==> src/rtl/aes_pkg.sv <==
// aes_pkg: shared AES-128 key-schedule constants, FSM encoding and Rcon lookup
package aes_pkg;
   localparam int NR = 10;
   localparam logic [1:0] ST_IDLE   = 2'd0;
   localparam logic [1:0] ST_EXPAND = 2'd1;
   localparam logic [1:0] ST_EMIT   = 2'd2;
   localparam logic [1:0] ST_DONE   = 2'd3;
   // Rcon[1..10]; index 0 is never a legal step and returns 0
   function automatic logic [7:0] rcon_byte(input logic [3:0] i);
      case (i)
         4'd1:    return 8'h01;
         4'd2:    return 8'h02;
         4'd3:    return 8'h04;
         4'd4:    return 8'h08;
         4'd5:    return 8'h10;
         4'd6:    return 8'h20;
         4'd7:    return 8'h40;
         4'd8:    return 8'h80;
         4'd9:    return 8'h1b;
         4'd10:   return 8'h36;
         default: return 8'h00;
      endcase
   endfunction
endpackage

==> src/rtl/aes_sbox.sv <==
// aes_sbox: combinational AES S-box, out_o = affine(in_i^-1 in GF(2^8))
// Ports: in_i [7:0] input byte, out_o [7:0] substituted byte
module aes_sbox (
   input  logic [7:0] in_i,
   output logic [7:0] out_o
);
   function automatic logic [7:0] gmul(input logic [7:0] a, input logic [7:0] b);
      logic [7:0] p;
      logic [7:0] x;
      p = 8'h00;
      x = a;
      for (int i = 0; i < 8; i++) begin
         p = p ^ (b[i] ? x : 8'h00);
         x = {x[6:0], 1'b0} ^ (x[7] ? 8'h1b : 8'h00);
      end
      return p;
   endfunction
   logic [7:0] x2, x3, x12, x15, x240, inv;
   // inverse as x^254 via an addition chain; 0 maps to 0 naturally
   always_comb begin
      x2   = gmul(in_i, in_i);
      x3   = gmul(x2, in_i);
      x12  = gmul(gmul(x3, x3), gmul(x3, x3));
      x15  = gmul(x12, x3);
      x240 = gmul(x15, x15);
      x240 = gmul(x240, x240);
      x240 = gmul(x240, x240);
      x240 = gmul(x240, x240);
      inv  = gmul(gmul(x240, x12), x2);
      out_o = inv ^ {inv[6:0], inv[7]} ^ {inv[5:0], inv[7:6]} ^
              {inv[4:0], inv[7:5]} ^ {inv[3:0], inv[7:4]} ^ 8'h63;
   end
endmodule

==> src/rtl/aes_key_sched_rev.sv <==
// aes_key_sched_rev: AES-128 round-key generator streaming keys in encrypt or decrypt order
// Ports: clk/rst_n clock and async active-low reset; start/mode/key_in request a schedule;
//        rk_out/rk_round/rk_valid with rk_ready form the key stream; busy/done report status
module aes_key_sched_rev
   import aes_pkg::*;
#(
   parameter int NR = aes_pkg::NR
) (
   input  logic         clk,
   input  logic         rst_n,
   input  logic         start,
   input  logic         mode,
   input  logic [127:0] key_in,
   input  logic         rk_ready,
   output logic [127:0] rk_out,
   output logic [3:0]   rk_round,
   output logic         rk_valid,
   output logic         busy,
   output logic         done
);
   logic [1:0]   state_q, state_d;
   logic [127:0] key_q, key_d;
   logic [3:0]   round_q, round_d;
   logic         mode_q, mode_d;
   logic [31:0]  a0, a1, a2, a3, p1, p2, p3, sub_in, rot, sub_out, rcon;
   logic [127:0] step;
   logic         fwd, last;
   assign {a0, a1, a2, a3} = key_q;
   // expansion always runs forward; emission runs in the requested direction
   assign fwd    = (state_q == ST_EXPAND) || mode_q;
   assign p3     = a3 ^ a2;
   assign p2     = a2 ^ a1;
   assign p1     = a1 ^ a0;
   // both step directions share one SubWord, fed with a3 (forward) or recovered p3 (reverse)
   assign sub_in = fwd ? a3 : p3;
   assign rot    = {sub_in[23:0], sub_in[31:24]};
   for (genvar i = 0; i < 4; i++) begin : g_sbox
      aes_sbox u_sbox (.in_i(rot[8*i +: 8]), .out_o(sub_out[8*i +: 8]));
   end
   assign rcon = {rcon_byte(fwd ? round_q + 4'd1 : round_q), 24'h0};
   always_comb begin
      logic [31:0] n0;
      n0   = a0 ^ sub_out ^ rcon;
      step = fwd ? {n0, a1 ^ n0, a2 ^ a1 ^ n0, a3 ^ a2 ^ a1 ^ n0} : {n0, p1, p2, p3};
   end
   assign last = mode_q ? (round_q == 4'(NR)) : (round_q == 4'd0);
   always_comb begin
      state_d = state_q;
      key_d   = key_q;
      round_d = round_q;
      mode_d  = mode_q;
      case (state_q)
         ST_IDLE: if (start) begin
            key_d   = key_in;
            round_d = 4'd0;
            mode_d  = mode;
            state_d = mode ? ST_EMIT : ST_EXPAND;
         end
         ST_EXPAND: begin
            key_d   = step;
            round_d = round_q + 4'd1;
            state_d = (round_q == 4'(NR - 1)) ? ST_EMIT : ST_EXPAND;
         end
         ST_EMIT: if (rk_ready) begin
            state_d = last ? ST_DONE : ST_EMIT;
            key_d   = last ? key_q : step;
            round_d = last ? round_q : (mode_q ? round_q + 4'd1 : round_q - 4'd1);
         end
         default: state_d = ST_IDLE;
      endcase
   end
   always_ff @(posedge clk or negedge rst_n) begin
      if (!rst_n) begin
         state_q <= ST_IDLE;
         key_q   <= '0;
         round_q <= '0;
         mode_q  <= 1'b0;
      end else begin
         state_q <= state_d;
         key_q   <= key_d;
         round_q <= round_d;
         mode_q  <= mode_d;
      end
   end
   assign rk_out   = key_q;
   assign rk_round = round_q;
   assign rk_valid = (state_q == ST_EMIT);
   assign busy     = (state_q != ST_IDLE);
   assign done     = (state_q == ST_DONE);
endmodule

==> config.mk <==
export PLATFORM = sky130hd
export DESIGN_NAME = aes_key_sched_rev
export DESIGN_NICKNAME = d
export VERILOG_FILES = /design/src/rtl/aes_pkg.sv /design/src/rtl/aes_sbox.sv /design/src/rtl/aes_key_sched_rev.sv
export SDC_FILE = /design/constraint.sdc
export NUM_CORES = 2
export LEC_CHECK = 0
export CELL_PAD_IN_SITES_DETAIL_PLACEMENT = 0
export CELL_PAD_IN_SITES_GLOBAL_PLACEMENT = 1
export CORE_UTILIZATION = 35
export CTS_CLUSTER_DIAMETER = 200
export DETAILED_ROUTE_END_ITERATION = 12
export PLACE_DENSITY_LB_ADDON = 0.1
export SYNTH_ARGS = -nofsm -noshare
export SYNTH_HDL_FRONTEND = slang
export SYNTH_SLANG_ARGS = --single-unit
export TNS_END_PERCENT = 10
==> constraint.sdc <==
create_clock -name clk -period 57.1 [get_ports clk]
set_input_delay 8.565 -clock clk [delete_from_list [all_inputs] [get_ports clk]]
set_output_delay 8.565 -clock clk [all_outputs]
set_load 0.1 [all_outputs]
==> flow_summary.ini <==
[floorplan]
rows = 163
die_y_um = 447.6
core_um2 = 197200
start_util_pct = 35.23
dieArea_um2 = 200300
fp.dieW_um = 447.6
ios = 268

[logic_synthesis]
synthXorXnorAreaFrac_pct = 45.37
synth_nets = 9013
synth.distinct_cells = 134
yosysSeqAreaShare_pct = 4.862
synth_warnings = 0
synthCells = 8617
synthAdderAreaFrac_pct = 4.736
yosys.area_share.simple_pct = 18.99
synthFlopType = dfrtp_1
synth_mux_area_share_pct = 3.700
synth_compound_area_share_pct = 16.97
syn_area_per_cell_um2 = 8.064
synth_top_family_by_area = XOR/XNOR gates
ys_ff_latch = 135
synth_area_um2 = 69490
synthArstFlopShare_pct = 100.0
synth_edf_count = 0

[timing]
skew_ps = 24.90
slew_viol_final = 0
finalHoldViolations = 0
setup_tns_ps = 0
min_period_ps = 33720
maxSlewHeadroom_pct = 18.23
rsz0062_at_grt = no
max_freq_mhz = 29.66
setup_violations = 0
tightest_slew_ps = 1223
whs_ps = 562.0
period_share_pct = 59.05

[setup_path]
critPathKind = register to register
slowest_delay_ps = 900
regToRegEndpoint = rk_out[24]
ff2ff_setup_slack_ps = 23380
cp.required_ps = 57440
cpMaxStageDelayCell = nor2_2
r2r_start = state_q[1]
startpoint = state_q[1]
critPathMaxFanout = 23
worstPathArrival_ps = 34060
worst_setup_path_start_kind = register
end_kind = register
r2r_cells = 97
cp-endpoint = rk_out[24]

[layout]
multiInputGateArea_um2 = 62540
seqCellArea_um2 = 3379
drive_above_1_share_pct = 7.908
area.growth.synth_to_final_pct = 7.980
final_nets = 8901
layout_common_cells = xnor2_1, nor2_1, nand2_1
layout_commonest_cell = xnor2_1
fillCellCount = 20370

[drt]
route.detailed.drc = 0
drt_pass1_iterations = 6
avgRoutedWirePerCell_um = 21.35
routed_wl_mm = 238.3
vias = 61360
drtIter0Drc = 4218
antenna_left = 0
via_per_inst = 5.498

[clock_tree]
cts_buffer_depth = 3
cts_sinks = 135
postCtsSetupBuffers = 0
clkTransAtPathRegs_ps = 60
numCtsBuffers = 25
cts_tree = yes
htree_levels = 4
cts_hold_buf = 0
clock_latency_ps = 510
cts.repair.resized = 0
cts_root_buf = clkbuf_16

[run_status]
outcome = finished, final reports clean

[global_routing]
antenna_found_initial = 13
grt_max_degree = 94
grt_pass1_wl_mm = 369.7
overflow = 0
gr-usage-all-layers_pct = 23.13
grt_pass1_vias = 59690

[min_path]
hold_path_startpoint = rk_out[102]
min_path_type = register to register
worstHoldPathCells = 2

[placement]
dp_hpwl_mm = 180.9
io_buffers = 267
gp_congestion = 0.8828

[flow_run]
maxCapViolCount = 0
==> layout make-up <==
cell class,count,share of cell area [%]
repair buffers,434,5.231
diodes,11,0.03669
multi-input cells,7612,83.35
well taps,2640,4.402
clock inverters,3,0.08671
clock buffers,29,0.8938
inverters,297,1.494
flip-flops and latches,135,4.504
==> worst max-delay path: cells and delay by family (launching register included) <==
family                     cells  cell delay [ps]
DFF                            1              410
xor gates and xnor gates      31            11920
adders and majority gates     13             6180
AOI/OAI and AO/OA             14             3570
muxes                          2              520
buffers and inverters         16             4590
and+or+nand+nor               21             6190
==> layer usage <==
metal,wire length [um],GRT usage (%)
met5,15,0
met4,3219,3.539
met3,6902,1.362
met2,118300,40.74
met1,109900,31.39
==> cells in the mapped netlist, types with 161 or more instances <==
library cell | instances | area (um^2)
a21oi_1 | 419 | 2097
buf_2 | 171 | 855.8
clkbuf_1 | 293 | 1100
ha_1 | 263 | 3291
inv_1 | 196 | 735.7
mux2i_1 | 213 | 2132
nand2_1 | 742 | 2785
nand3_1 | 201 | 1006
nor2_1 | 1102 | 4136
nor3_1 | 212 | 1061
o21ai_0 | 263 | 1316
o22ai_1 | 161 | 1007
xnor2_1 | 1344 | 11770
xnor3_1 | 487 | 10970
xor2_1 | 417 | 3652
==> worst min-delay path by stage <==
stage	end	slack, ps
after CTS	rk_out[113]	570
final	rk_out[102]	560
after floorplan	state_q[1]	530
after detailed placement	state_q[1]	560
after global placement	state_q[1]	560
after global routing	rk_out[101]	610
==> per-stage QoR <==
stage               cells  worst slack (ps)  utilization [%]  cell area [um^2]
floorplan            8617             30220                -             69490
global placement    11120             23470            37.66             74270
detailed placement  11120             23540            37.66             74270
CTS                 11150             23400            38.03             75010
global route        11160             20900            38.05             75030
finish              11160             23380            38.05             75030
==> sequential cells by signal, indices dropped and copies added (netlist names) <==
signal    count
rk_out      128
rk_round      4
state_q       2
mode_q        1
==> kinds of logic (layout without fill, tap and decap cells) <==
| group | count (synthesis) | count (layout) |
|---|---|---|
| xor gates and xnor gates | 2501 | 2501 |
| buffers and inverters | 870 | 763 |
| and+or+nand+nor | 2849 | 2849 |
| other | 0 | 11 |
| muxes | 252 | 252 |
| adders and majority gates | 263 | 263 |
| DFF | 135 | 135 |
| AOI/OAI and AO/OA | 1747 | 1747 |
Power is not shown: default switching activity piles up to over one toggle a cycle in this logic, so the estimate is an artifact.
